### src/rtl/axi_burst_write_ctrl.sv
// Write-side AXI master: splits one (address, beat count) command into INCR bursts
// of at most MAX_BURST beats and sequences AW -> W -> B for each, one burst in flight.
module axi_burst_write_ctrl #(
  parameter int ADDR_WIDTH = 32,
  parameter int DATA_WIDTH = 32,
  parameter int LEN_WIDTH  = 16,
  parameter int MAX_BURST  = 16
) (
  input  logic                  clk,
  input  logic                  rst_n,
  input  logic                  cmd_valid,
  output logic                  cmd_ready,
  input  logic [ADDR_WIDTH-1:0] cmd_addr,
  input  logic [LEN_WIDTH-1:0]  cmd_beats,
  input  logic [DATA_WIDTH-1:0] src_data,
  input  logic                  src_valid,
  output logic                  src_ready,
  output logic                  busy,
  output logic                  done,
  output logic                  err,
  output logic [ADDR_WIDTH-1:0] awaddr,
  output logic [7:0]            awlen,
  output logic                  awvalid,
  input  logic                  awready,
  output logic [DATA_WIDTH-1:0] wdata,
  output logic                  wvalid,
  input  logic                  wready,
  output logic                  wlast,
  input  logic [1:0]            bresp,
  input  logic                  bvalid,
  output logic                  bready
);

  typedef enum logic [2:0] {S_IDLE, S_AW, S_W, S_B, S_DONE} state_t;

  state_t               state, state_nxt;
  logic [LEN_WIDTH-1:0] rem;
  logic [LEN_WIDTH-1:0] rem_left;
  logic [8:0]           blen;
  logic [8:0]           beat_cnt;
  logic                 cmd_fire, aw_fire, w_fire, b_fire;
  logic                 unused_bresp0;

  function automatic logic [8:0] burst_len(input logic [LEN_WIDTH-1:0] r);
    if (r >= LEN_WIDTH'(MAX_BURST)) burst_len = 9'(MAX_BURST);
    else                            burst_len = 9'(r);
  endfunction

  assign cmd_ready     = (state == S_IDLE);
  assign busy          = (state != S_IDLE);
  assign cmd_fire      = cmd_valid && cmd_ready;
  assign aw_fire       = awvalid && awready;
  assign b_fire        = bvalid && bready;
  assign unused_bresp0 = bresp[0];

  // W channel is a straight pass-through of the producer while in W
  assign wvalid    = (state == S_W) && src_valid;
  assign wdata     = src_data;
  assign src_ready = (state == S_W) && wready;
  assign wlast     = (state == S_W) && (beat_cnt == blen - 9'd1);
  assign w_fire    = wvalid && wready;

  assign rem_left  = rem - LEN_WIDTH'(blen);

  always_ff @(posedge clk) begin
    if (!rst_n) state <= S_IDLE;
    else        state <= state_nxt;
  end

  always_comb begin
    state_nxt = state;
    unique case (state)
      S_IDLE: if (cmd_fire) state_nxt = (cmd_beats == '0) ? S_DONE : S_AW;
      S_AW:   if (aw_fire) state_nxt = S_W;
      S_W:    if (w_fire && wlast) state_nxt = S_B;
      S_B:    if (b_fire) state_nxt = (rem_left == '0) ? S_DONE : S_AW;
      S_DONE: state_nxt = S_IDLE;
      default: state_nxt = S_IDLE;
    endcase
  end

  // awaddr doubles as the running word address; it only advances on B handshake
  always_ff @(posedge clk) begin
    if (!rst_n) begin
      awaddr   <= '0;
      awlen    <= '0;
      awvalid  <= 1'b0;
      bready   <= 1'b0;
      done     <= 1'b0;
      err      <= 1'b0;
      rem      <= '0;
      blen     <= '0;
      beat_cnt <= '0;
    end else begin
      done <= (state_nxt == S_DONE);
      unique case (state)
        S_IDLE: if (cmd_fire) begin
          awaddr  <= cmd_addr;
          rem     <= cmd_beats;
          blen    <= burst_len(cmd_beats);
          awlen   <= 8'(burst_len(cmd_beats) - 9'd1);
          err     <= 1'b0;
          awvalid <= (cmd_beats != '0);
        end
        S_AW: if (aw_fire) begin
          awvalid  <= 1'b0;
          beat_cnt <= '0;
        end
        S_W: if (w_fire) begin
          beat_cnt <= beat_cnt + 9'd1;
          if (wlast) bready <= 1'b1;
        end
        S_B: if (b_fire) begin
          bready  <= 1'b0;
          err     <= err | bresp[1];
          awaddr  <= awaddr + ADDR_WIDTH'(blen);
          rem     <= rem_left;
          blen    <= burst_len(rem_left);
          awlen   <= 8'(burst_len(rem_left) - 9'd1);
          awvalid <= (rem_left != '0);
        end
        default: ;
      endcase
    end
  end

endmodule

### config.mk
export PLATFORM = sky130hd
export DESIGN_NAME = axi_burst_write_ctrl
export DESIGN_NICKNAME = d
export VERILOG_FILES = /design/src/rtl/axi_burst_write_ctrl.sv
export SDC_FILE = /design/constraint.sdc
export NUM_CORES = 1
export LEC_CHECK = 0
export CAP_MARGIN = 0
export CORE_MARGIN = 2
export CORE_UTILIZATION = 52
export DETAILED_ROUTE_END_ITERATION = 10
export PLACE_DENSITY = 0.95
export SLEW_MARGIN = 20
export SYNTH_ARGS = -nofsm -noshare
export SYNTH_HDL_FRONTEND = slang
export SYNTH_SLANG_ARGS = --single-unit
### constraint.sdc
create_clock -name clk -period 8.9 [get_ports clk]
set_input_delay 1.335 -clock clk [delete_from_list [all_inputs] [get_ports clk]]
set_output_delay 1.335 -clock clk [all_outputs]
set_load 0.1 [all_outputs]
==> metrics <==
post-synthesis mux area share=0.00743; CTS max path bufs=2; Hold Crit Class=reg -> reg; yosys warns=0; initial antenna violation count=0; xor/xnor cell area share of the yosys netlist=0.0505; reported max-cap violation count=0; fin crit share=0.533; IO Port Bufs=104; DRT Wirelength=15300 um; first-pass GRT wire length=25000 um; total power=1.61 mW; post-synthesis compound-gate area fraction=0.285; Max-Slew Margin vs Limit=0.314; Critical Path RT=7570 ps; Setup-failing EPs final=0; origin of the critical flop-to-flop path=blen[0]; leakage power=2.61 nW; Fmax achieved=211 MHz; top cell type's share of synthesized area=0.292; Post-Syn Nets=833; dpl cells=888; Worst EP arrival=3410 ps; status=finished, final reports clean; met2 Track Usage GR=0.431; Post-CTS Resized=0; P per Cell Area=243 nW/um2; CTS tree=yes; Worst Tran Pin Value=1030 ps; Finished Layout Cells=904; synth top area cells=dfxtp_1 (29%), a21oi_1 (5.2%), nand2_1 (4.9%); Adder-Cell Fraction of Synth Area=0.0545; clock latency on the worst-skew pair=360 ps; met3 GRT Util=0.0484; largest net degree at the start of global routing=74; Post-synth top flop=dfxtp_1; type of origin of the critical path=flip-flop; io pins=170; clk root buf=clkbuf_8; area of the multi-input gates=3430 um2; CTS Hold Buffers Added=0; H-tree depth=3; Num Clock Sinks=81; gpl congestion=0.954; RSZ-0062 raised after global routing=false; die width=107 um; setup total negative slack=0 ps; drt drc=0; most area-hungry cell type in the Yosys netlist=dfxtp_1; Setup crit end kind=primary output; ant diodes=0; # rows=37; most common cell after layout, fill and taps aside=clkdlybuf4s50_1; die area=11500 um2; initial DRC count=659; Pre-Repair DR Iteration Count=6; GRT Total Usage=0.266; most frequent cells in the layout=clkdlybuf4s50_1 (103), dfxtp_1 (81), nand2_1 (72); Initial Utilization=0.536; Synth Register Bits=81; Max Transition Viols Final=0; final hold violations=0; reg2reg setup slack=4740 ps; Yosys cell types=68; R2R cell count=13; total grt overflow=0; fin crit period=4740 ps; total clock buffers created by CTS=9; Area growth syn-to-layout=19.4%; Synth Instances=721; GR peak layer=met2; post-CTS setup buffers=0; pre-CTS WS=4480 ps; Post-Synth Simple-Gate Area=0.218; layout cell share with drive strength beyond 1=0.0482; post-DP HPWL=10300 um; peak supply drop=0.257 mV; GR Util met1=0.356; Crit Path Max Fanout=5; clk_skew=10.4 ps; vias per cell=6.33; critical path class=reg -> out; hold path endpoint=bready; Hold Path Cell Cnt=2; FF/Latch Area=1620 um2; Syn Std Cell Area=5560 um2; asr flop ratio synth=0; routed via count=5726; Reg2Reg Capture Point=awlen[4]; fin nets=875; main combinational cell family by area after synthesis=compound AO/OA/AOI/OAI gates; wire per inst=16.9 um; Placeable Area=10400 um2; hold slack=473 ps; final setup margin=4160 ps; post-synthesis sequential area ratio=0.292; antenna-violating nets left=0; Die H=107 um; vias in the first global route=5199; Fillers=825; Worst-path clk slew=80 ps; Synth Area per Inst=7.71 um2; EDFF count, synth=0; worst hold start=bready
-- cell families (layout without fill, tap and decap cells) --
group | after synthesis | in the layout
simple gates | 245 | 245
fa+ha+maj | 23 | 23
buf+inv | 100 | 147
flops | 81 | 81
mux | 4 | 4
compound gates | 236 | 236
xor+xnor | 32 | 32
-- metrics by stage --
stage / utilization / instance area (um2)
finish: 0.640 / 6630
floorplan: - / 5560
detailed placement: 0.615 / 6380
global placement: 0.615 / 6380
global route: 0.640 / 6630
CTS: 0.640 / 6630
-- worst max-delay path: stages, from the launching register on --
cell and delay (ps):
dfxtp_1 370, inv_1 200, ha_1 270, nand2_1 160
nor4_1 280, xnor2_1 120, nor3_1 140, o2111ai_1 210
nor2_1 160, clkdlybuf4s50_1 1150
-- where the power goes --
| part | total, mW | leakage, nW | switching (mW) | internal [mW] |
|---|---|---|---|---|
| registers | 0.469 | 0.667 | 0.0550 | 0.414 |
| clock network | 0.342 | 0.127 | 0.140 | 0.202 |
| logic | 0.799 | 1.82 | 0.548 | 0.251 |
| total | 1.61 | 2.61 | 0.743 | 0.867 |
-- routing by layer --
| metal | vias to the layer above | share of wire |
|---|---|---|
| met5 | - | 0 |
| met1 | 2711 | 0.42 |
| met2 | 293 | 0.48 |
| met4 | 0 | 0.023 |
| met3 | 41 | 0.084 |
| li1 | 2681 | - |
-- state kept, by name (all words and copies together), names as in the netlist --
name,cells
awvalid,1
state,3
bready,1
awaddr,32
done,1
err,1
rem,16
beat_cnt,9
awlen,8
blen,9
-- worst max path at each step --
stage	startpoint	endpoint	slack, ps	depth (start not counted)
2_1_floorplan	blen[1]	wlast	4910	8
3_3_place_gp	src_valid	wvalid	4490	3
3_5_place_dp	src_valid	wvalid	4480	3
4_1_cts	blen[1]	wlast	4200	9
5_1_grt	blen[1]	wlast	3960	9
6_report	blen[1]	wlast	4160	9
-- area by class of cell --
cell class / instances / share of cell area
clock buffer: 12 / 0.0234
clock inverter: 4 / 0.0149
inverter: 22 / 0.0124
multi-input combinational: 540 / 0.517
sequential: 81 / 0.244
tap: 136 / 0.0257
timing repair buffer: 109 / 0.162
-- synthesized netlist by cell type (13+ instances only) --
| master | n |
|---|---|
| inv_1 | 22 |
| a211oi_1 | 13 |
| nand3_1 | 21 |
| a21oi_1 | 58 |
| xor2_1 | 13 |
| and2_1 | 15 |
| buf_4 | 32 |
| dfxtp_1 | 81 |
| clkbuf_1 | 33 |
| and3_1 | 21 |
| nand2_1 | 73 |
| xnor2_1 | 19 |
| nor2_1 | 51 |
| ha_1 | 21 |
| o21ai_0 | 52 |
| a31oi_1 | 14 |
Power figures use the tool's default switching activity.
